### config.mk
export PLATFORM = sky130hd
export DESIGN_NAME = fetch_unit
export DESIGN_NICKNAME = d
export VERILOG_FILES = /design/src/rtl/cpu_pkg.sv /design/src/rtl/fetch_fifo.sv /design/src/rtl/fetch_unit.sv
export SDC_FILE = /design/constraint.sdc
export NUM_CORES = 1
export LEC_CHECK = 0
export ABC_AREA = 1
export ABC_CLOCK_PERIOD_IN_PS = 2170
export CAP_MARGIN = 25
export CORE_MARGIN = 2
export CORE_UTILIZATION = 47
export DETAILED_ROUTE_END_ITERATION = 8
export GPL_TIMING_DRIVEN = 0
export PLACE_DENSITY = 0.76
export SETUP_SLACK_MARGIN = 0.4
export SYNTH_ARGS = -nofsm -noshare
export SYNTH_HDL_FRONTEND = slang
export SYNTH_HIERARCHICAL = 1
export SYNTH_SLANG_ARGS = --single-unit
export TNS_END_PERCENT = 5
### constraint.sdc
create_clock -name clk -period 2.17 [get_ports clk]
set_input_delay 0.217 -clock clk [delete_from_list [all_inputs] [get_ports clk]]
set_output_delay 0.217 -clock clk [all_outputs]
set_load 0.1 [all_outputs]
### src/rtl/cpu_pkg.sv
// Shared CPU definitions used by the fetch unit and the control unit:
// fetch FSM encoding and default datapath widths.
package cpu_pkg;
  localparam int PC_W_DEF    = 8;
  localparam int INSTR_W_DEF = 16;

  typedef logic [1:0] fetch_state_t;
  localparam fetch_state_t FS_IDLE   = 2'd0;
  localparam fetch_state_t FS_FETCH  = 2'd1;
  localparam fetch_state_t FS_HALTED = 2'd2;
endpackage

### src/rtl/fetch_fifo.sv
// Prefetch buffer: small FIFO with synchronous flush, combinational head read
// and occupancy count. DEPTH must be a power of two so the pointers wrap freely.
module fetch_fifo #(
  parameter int WIDTH = 24,
  parameter int DEPTH = 2
) (
  input  logic                       clk,
  input  logic                       rst_n,
  input  logic                       push,
  input  logic [WIDTH-1:0]           push_data,
  input  logic                       pop,
  input  logic                       flush,
  output logic [WIDTH-1:0]           head_data,
  output logic [$clog2(DEPTH+1)-1:0] count
);
  localparam int PTR_W = $clog2(DEPTH);
  localparam int CNT_W = $clog2(DEPTH+1);

  logic [PTR_W-1:0] wr_ptr_reg;
  logic [PTR_W-1:0] rd_ptr_reg;
  logic [CNT_W-1:0] count_reg;
  logic [WIDTH-1:0] entry [DEPTH];

  genvar gi;
  generate
    for (gi = 0; gi < DEPTH; gi++) begin : g_entry
      logic [WIDTH-1:0] data_reg;
      always_ff @(posedge clk) begin
        if (push && !flush && wr_ptr_reg == PTR_W'(gi)) begin
          data_reg <= push_data;
        end
      end
      assign entry[gi] = data_reg;
    end
  endgenerate

  // Flush wins over a coincident push/pop; the entry payloads need no reset.
  always_ff @(posedge clk or negedge rst_n) begin
    if (!rst_n) begin
      wr_ptr_reg <= '0;
      rd_ptr_reg <= '0;
      count_reg  <= '0;
    end else if (flush) begin
      wr_ptr_reg <= '0;
      rd_ptr_reg <= '0;
      count_reg  <= '0;
    end else begin
      if (push) wr_ptr_reg <= wr_ptr_reg + 1'b1;
      if (pop)  rd_ptr_reg <= rd_ptr_reg + 1'b1;
      if (push && !pop) begin
        count_reg <= count_reg + 1'b1;
      end else if (pop && !push) begin
        count_reg <= count_reg - 1'b1;
      end
    end
  end

  assign head_data = entry[rd_ptr_reg];
  assign count     = count_reg;
endmodule

### src/rtl/fetch_unit.sv
// Instruction fetch unit: prefetches sequential words into fetch_fifo for the control unit.
// Define FETCH_PERF_EN to add the fetch_count / flush_count performance counters.
module fetch_unit
  import cpu_pkg::*;
#(
  parameter int PC_W    = PC_W_DEF,
  parameter int INSTR_W = INSTR_W_DEF,
  parameter int DEPTH   = 2
) (
  input  logic               clk,
  input  logic               rst_n,
  output logic               imem_en,
  output logic [PC_W-1:0]    imem_addr,
  input  logic [INSTR_W-1:0] imem_rdata,
  output logic               instr_valid,
  input  logic               instr_ready,
  output logic [INSTR_W-1:0] instr_data,
  output logic [PC_W-1:0]    instr_pc,
  input  logic               redirect_valid,
  input  logic [PC_W-1:0]    redirect_pc,
  input  logic               halt,
`ifdef FETCH_PERF_EN
  output logic [15:0]        fetch_count,
  output logic [7:0]         flush_count,
`endif
  output logic [1:0]         fetch_state
);
  localparam int CNT_W = $clog2(DEPTH+1);
  localparam int ENT_W = INSTR_W + PC_W;

  fetch_state_t     state_reg, state_next;
  logic [PC_W-1:0]  pc_reg, pc_next;
  logic             inflight_reg;
  logic [PC_W-1:0]  inflight_pc_reg;
  logic [CNT_W-1:0] fifo_count;
  logic [ENT_W-1:0] fifo_head;
  logic             fifo_empty;
  logic             issue;
  logic             xfer;
  logic             fifo_push;
  logic             fifo_pop;

  assign fifo_empty = (fifo_count == '0);

  // Counting in-flight reads against capacity guarantees every return has a slot.
  assign issue = (state_reg == FS_FETCH) && !redirect_valid && !halt &&
                 ((int'(fifo_count) + int'(inflight_reg)) < DEPTH);

  assign imem_en   = issue;
  assign imem_addr = pc_reg;

  // With an empty buffer the returning word is forwarded straight to the head.
  assign instr_valid = !fifo_empty || inflight_reg;

  always_comb begin
    instr_data = '0;
    instr_pc   = '0;
    if (!fifo_empty) begin
      {instr_data, instr_pc} = fifo_head;
    end else if (inflight_reg) begin
      instr_data = imem_rdata;
      instr_pc   = inflight_pc_reg;
    end
  end

  assign xfer      = instr_valid && instr_ready;
  assign fifo_pop  = xfer && !fifo_empty;
  assign fifo_push = inflight_reg && !redirect_valid && !(xfer && fifo_empty);

  always_comb begin
    state_next = state_reg;
    case (state_reg)
      FS_IDLE:   state_next = FS_FETCH;
      FS_FETCH:  if (!redirect_valid && halt) state_next = FS_HALTED;
      FS_HALTED: if (redirect_valid) state_next = FS_FETCH;
      default:   state_next = FS_IDLE;
    endcase
  end

  always_comb begin
    pc_next = pc_reg;
    if (redirect_valid) begin
      pc_next = redirect_pc;
    end else if (issue) begin
      pc_next = pc_reg + 1'b1;
    end
  end

  // Clearing inflight_reg on reset discards any read still returning from memory.
  always_ff @(posedge clk or negedge rst_n) begin
    if (!rst_n) begin
      state_reg       <= FS_IDLE;
      pc_reg          <= '0;
      inflight_reg    <= 1'b0;
      inflight_pc_reg <= '0;
    end else begin
      state_reg    <= state_next;
      pc_reg       <= pc_next;
      inflight_reg <= issue;
      if (issue) inflight_pc_reg <= pc_reg;
    end
  end

  assign fetch_state = state_reg;

  fetch_fifo #(
    .WIDTH(ENT_W),
    .DEPTH(DEPTH)
  ) u_fifo (
    .clk      (clk),
    .rst_n    (rst_n),
    .push     (fifo_push),
    .push_data({imem_rdata, inflight_pc_reg}),
    .pop      (fifo_pop),
    .flush    (redirect_valid),
    .head_data(fifo_head),
    .count    (fifo_count)
  );

`ifdef FETCH_PERF_EN
  logic [15:0] fetch_count_reg;
  logic [7:0]  flush_count_reg;

  always_ff @(posedge clk or negedge rst_n) begin
    if (!rst_n) begin
      fetch_count_reg <= '0;
      flush_count_reg <= '0;
    end else begin
      if (xfer && fetch_count_reg != 16'hFFFF) fetch_count_reg <= fetch_count_reg + 16'd1;
      if (redirect_valid) flush_count_reg <= flush_count_reg + 8'd1;
    end
  end

  assign fetch_count = fetch_count_reg;
  assign flush_count = flush_count_reg;
`endif
endmodule
# After elaboration in Yosys (flattened, before gate mapping)
# Index checks and enable logic that the tools add are counted.
[word_totals]
ff_bits = 71
inputBits = 29
output_inout_bits = 36
word_cells = 70
[op_classes]
n_addsub = 6
order_cmp = 2
eq_ne = 4
muxes = 19
n_bitwise = 2
n_reduce_logical = 28
[ops]
columns = ["operator", "count"]
rows = [
  ["two-way mux 24 bit", 3],
  ["two-way mux 16 bit", 2],
  ["two-way mux 8 bit", 4],
  ["logical AND 1 bit", 14],
  ["two-way mux 2 bit", 5],
  ["adder 8 x 1 -> 8 bit (second input constant)", 1],
  ["zero test 1 bit", 6],
  ["case mux 2 bit (3 select lines)", 1],
  ["nonzero test 2 bit", 3],
  ["zero test 2 bit", 2],
  ["two-way mux 1 bit", 4],
  ["adder 2 x 1 -> 3 bit", 1],
  ["< comparator 3 x 2 -> 1 bit (second input constant)", 1],
  ["nonzero test 3 bit", 1],
  ["adder 1 bit (second input constant)", 2],
  ["adder 2 x 1 -> 2 bit (second input constant)", 1],
  ["equality test 2 x 1 -> 1 bit (second input constant)", 1],
  ["equality test 2 bit (second input constant)", 1],
  ["greater-or-equal comparator 2 bit (second input constant)", 1],
  ["inequality test 2 x 1 -> 1 bit (second input constant)", 1],
  ["inequality test 2 bit (second input constant)", 1],
  ["inverter 1 -> 2 bit", 1],
  ["AND reduction 2 bit", 1],
  ["subtractor 2 x 1 -> 2 bit (second input constant)", 1],
  ["2 further kinds", 2],
]

# Longest topological paths before layout
[logic_depth]
depth_word = 12
depth_mapped = 9
ltp_nobuf = 8

# Hierarchy
# The synthesis kept the hierarchy.
[by_module_without_submodules]
columns = ["mod", "n_inst", "cells_each", "area_per_inst_um2", "seq_area_each_um2"]
rows = [
  ["fetch_fifo", 1, 105, 2048.2, 1541.5],
  ["fetch_unit", 1, 207, 1326.3, 475.5],
]

# Worst setup path before layout
# Ideal clock, no wire load.
[synth_path]
kind = "reg2out"
startpoint = "register u_fifo.rd_ptr_reg"
endpoint = "output instr_data[0]"
arrival_time_ns = 2.321
required_time_ns = 1.953
path_slack_ns = -0.368
path_stages_with_launch = 6
n_path_buf = 2
path_cell_list = "dfrtp_1 > buf_6 > buf_12 > mux2_4 > nor2_1 > a21oi_1"
[synth_between]
elab_chain_cells = 5
[synth_lines]
columns = ["element", "line", "source"]
rows = [
  ["from (decl)", "fetch_fifo.sv:20", "logic [PTR_W-1:0] rd_ptr_reg;"],
  ["from (signal assigned)", "fetch_fifo.sv:49", "if (pop) rd_ptr_reg <= rd_ptr_reg + 1'b1;"],
  ["inverter 1 -> 2 bit (implied by the code)", "fetch_fifo.sv:58", "assign head_data = entry[rd_ptr_reg];"],
  ["two-way mux 24 bit (implied by the code) (3 in series)", "fetch_fifo.sv:58", ""],
  ["net fifo_head[8]", "fetch_unit.sv:36", "logic [ENT_W-1:0] fifo_head;"],
  ["two-way mux 16 bit", "fetch_unit.sv:58", "if (!fifo_empty) begin"],
  ["to (decl)", "fetch_unit.sv:17", "output logic [INSTR_W-1:0] instr_data,"],
]
# The timed path passes the listed nets, and every way through them passes these cells. The select of a mux whose other input is x is not followed.

# Worst setup path after layout
# Ends and elaborated chain as after synthesis.

==> flow_metrics.py <==
metrics = {
    "clocking": {
        "clk_latency_ps": 330,
        "cts_tree": "yes",
        "cts_made_buffers": 9,
        "cts_sinks": 71,
        "clockBufferDepth": 2,
        "htree_levels": 3,
        "ctsHoldBuffers": 0,
        "clock-root-buffer": "clkbuf_8",
        "clk_pin_slew_worst_paths_ps": 70,
    },
    "final_layout": {
        "nNetsFinal": 431,
        "design_area_sq_mm": 0.00478,
        "num_antenna_cells": 0,
        "area_growth_pct": 41.7,
        "drive_above_1_share_pct": 35.1,
        "fillCellCount": 507,
        "largest_reg_flops": 48,
    },
    "sta": {
        "timing.hold.ws_ps": 206,
        "fin_setup_tns_ps": 0,
        "rsz0062_at_grt": "true",
        "drv_slew": 0,
        "finalHoldViolations": 0,
        "layout_setup_ws_ps": 280,
        "worstMarginPinSlew_ps": 962,
        "fmax_ghz": 0.529,
        "finClkSkew_ps": 6.74,
        "period_share_pct": 87.1,
        "setup_violations": 0,
        "maxSlewHeadroom_pct": 36.1,
        "period_needed_ps": 1890,
    },
    "floorplanning": {
        "rows": 30,
        "die-area_sq_mm": 0.00787,
        "die_h_um": 88.7,
        "die_w_um": 88.7,
        "initial_core_util_pct": 49.1,
        "ios": 65,
        "core-area_sq_mm": 0.00687,
    },
    "run": {
        "drv_cap": 0,
    },
    "route": {
        "drc": 0,
        "routed_wl_mm": 7.54,
        "first_iter_violations": 144,
        "vias": 2534,
        "ant_nets": 0,
        "viasPerCell": 5.06,
        "first_pass_iters": 4,
        "wl_per_cell_um": 15.0,
    },
    "logic_synthesis": {
        "synth_area_per_cell_sq_um": 10.8,
        "synthCells": 312,
        "synth.top_cell.area_share_pct": 42.7,
        "synth_area_sq_mm": 0.00337,
        "synth-main-ff-cell": "edfxtp_1",
        "synth_seq_cells": 71,
        "synth_most_common_cell": "nand2_1",
        "ys_types": 27,
        "synth_edf_count": 48,
        "synthTopCellsByArea": "edfxtp_1 (43%), dfrtp_1 (17%), nand2_1 (8.2%), mux2_4 (8.0%), a21oi_1 (4.2%)",
        "synth_commonest_cells": "nand2_1 (74), edfxtp_1 (48), nor2_1 (33), a21oi_1 (28)",
        "ys_seq_area_share_pct": 59.8,
        "syn-num-nets": 343,
        "ys.warnings.count": 6,
        "async_flop_share_pct": 32.4,
        "yosysTopAreaCell": "edfxtp_1",
    },
    "critical_path": {
        "required_ps": 1950,
        "critPathKind": "reg -> out",
        "cp.arrival_ps": 1670,
        "worstSetupEndpointType": "output port",
        "start_kind": "flop",
        "timing.critical_path.fanout_max": 10,
    },
    "placed_design": {
        "port-buffer-count": 64,
        "pre_cts_slack_ps": -582,
        "routabilityCongestion": 0.764,
        "dp_hpwl_mm": 5.05,
        "placed_area_sq_mm": 0.00430,
    },
    "global_routing": {
        "grt_use_total_pct": 20.2,
        "grt-busiest-layer": "met2",
        "grt_pass1_vias": 2546,
        "grt_util_met2_pct": 35.3,
        "use_met1_pct": 25.0,
        "grt_max_degree": 16,
        "grt-ovfl-total": 0,
        "globalRouteMet3Util_pct": 4.57,
        "grt_pass1_wl_mm": 12.0,
        "antenna_found_initial": 0,
    },
    "hold_path": {
        "hold_class": "in -> async",
    },
    "status": {
        "status": "completed",
    },
}
placed cells by master (no fill, tap or decap), drive strengths merged:
| master | n |
|---|---|
| or2 | 1 |
| o21ai | 12 |
| xor2 | 2 |
| clkbuf | 17 |
| inv | 19 |
| ha | 2 |
| nor2 | 36 |
| dlymetal6s2s | 1 |
| mux2 | 24 |
| clkdlybuf4s15 | 1 |
| a21boi | 2 |
| a21oi | 28 |
| dlygate4sd2 | 9 |
| buf | 52 |
| nand3 | 23 |
| nand2 | 76 |
| dfrtp | 23 |
| clkdlybuf4s50 | 27 |
| nor3 | 1 |
| edfxtp | 48 |
| a211oi | 1 |
path summary, 6_finish.rpt:
path | from | endpoint | slack [ps] | cells after the start
max reg2reg | u_fifo/count[1]$_DFFE_PN0P_ | u_fifo/count[1]$_DFFE_PN0P_ | 400 | 8
max in group asynchronous | rst_n | fetch_state[1]$_DFFE_PN0P_ | 1480 | 2
min reg2reg | fetch_state[1]$_DFFE_PN0P_ | fetch_state[0]$_DFFE_PN0P_ | 470 | 1
min in group clk | redirect_valid | fetch_state[0]$_DFFE_PN0P_ | 370 | 3
min | rst_n | inflight_pc_reg[3]$_DFFE_PN0P_ | 210 | 1
max | u_fifo/rd_ptr_reg$_DFFE_PN0P_ | instr_data[0] | 280 | 6
metrics by stage:
| stage | utilization [%] | instances |
|---|---|---|
| after detailed placement | 62.6 | 475 |
| after global placement | 61.9 | 472 |
| after floorplan | - | 312 |
| final | 69.6 | 501 |
| after CTS | 68.0 | 498 |
| after global routing | 69.6 | 501 |
metal layers:
layer | routed length (um) | part of all wire [%]
met4 | 47 | 0.62
met5 | 0 | 0
met3 | 305 | 4.0
met2 | 3920 | 52
met1 | 3260 | 43
cell type report:
type                            instances  area (sq um)  area share, %
Multi-Input combinational cell        208          1360           28.5
Clock buffer                           16           190           3.98
Sequential cell                        71          2020           42.3
Timing Repair Buffer                   77           866           18.1
Inverter                               19          73.8           1.54
Buffer                                 14           148           3.09
Tap cell                               96           120           2.51
repair_timing:
action,4_1_cts,5_1_grt
resized for setup,218,26
setup buffers,7,3
setup endpoints to repair,87,86
pin swaps,4,2
cells by family after synthesis:
logic type      share of synthesized area, %
compound gates                          6.60
xor+xnor                               0.519
fa+ha+maj                              0.741
buf+inv                                 5.49
flops                                   59.8
mux                                     10.0
simple gates                            16.9
worst max-delay path: stages, from the launching register on:
cell	delay [ps]
dfrtp_1	390
buf_6	140
buf_12	150
mux2_4	290
nor2_1	130
a21oi_2	50
buf_6	190
Power is left out: the tool's default activity adds up to more than one toggle a clock period on the data nets, which glitch-free logic cannot reach.
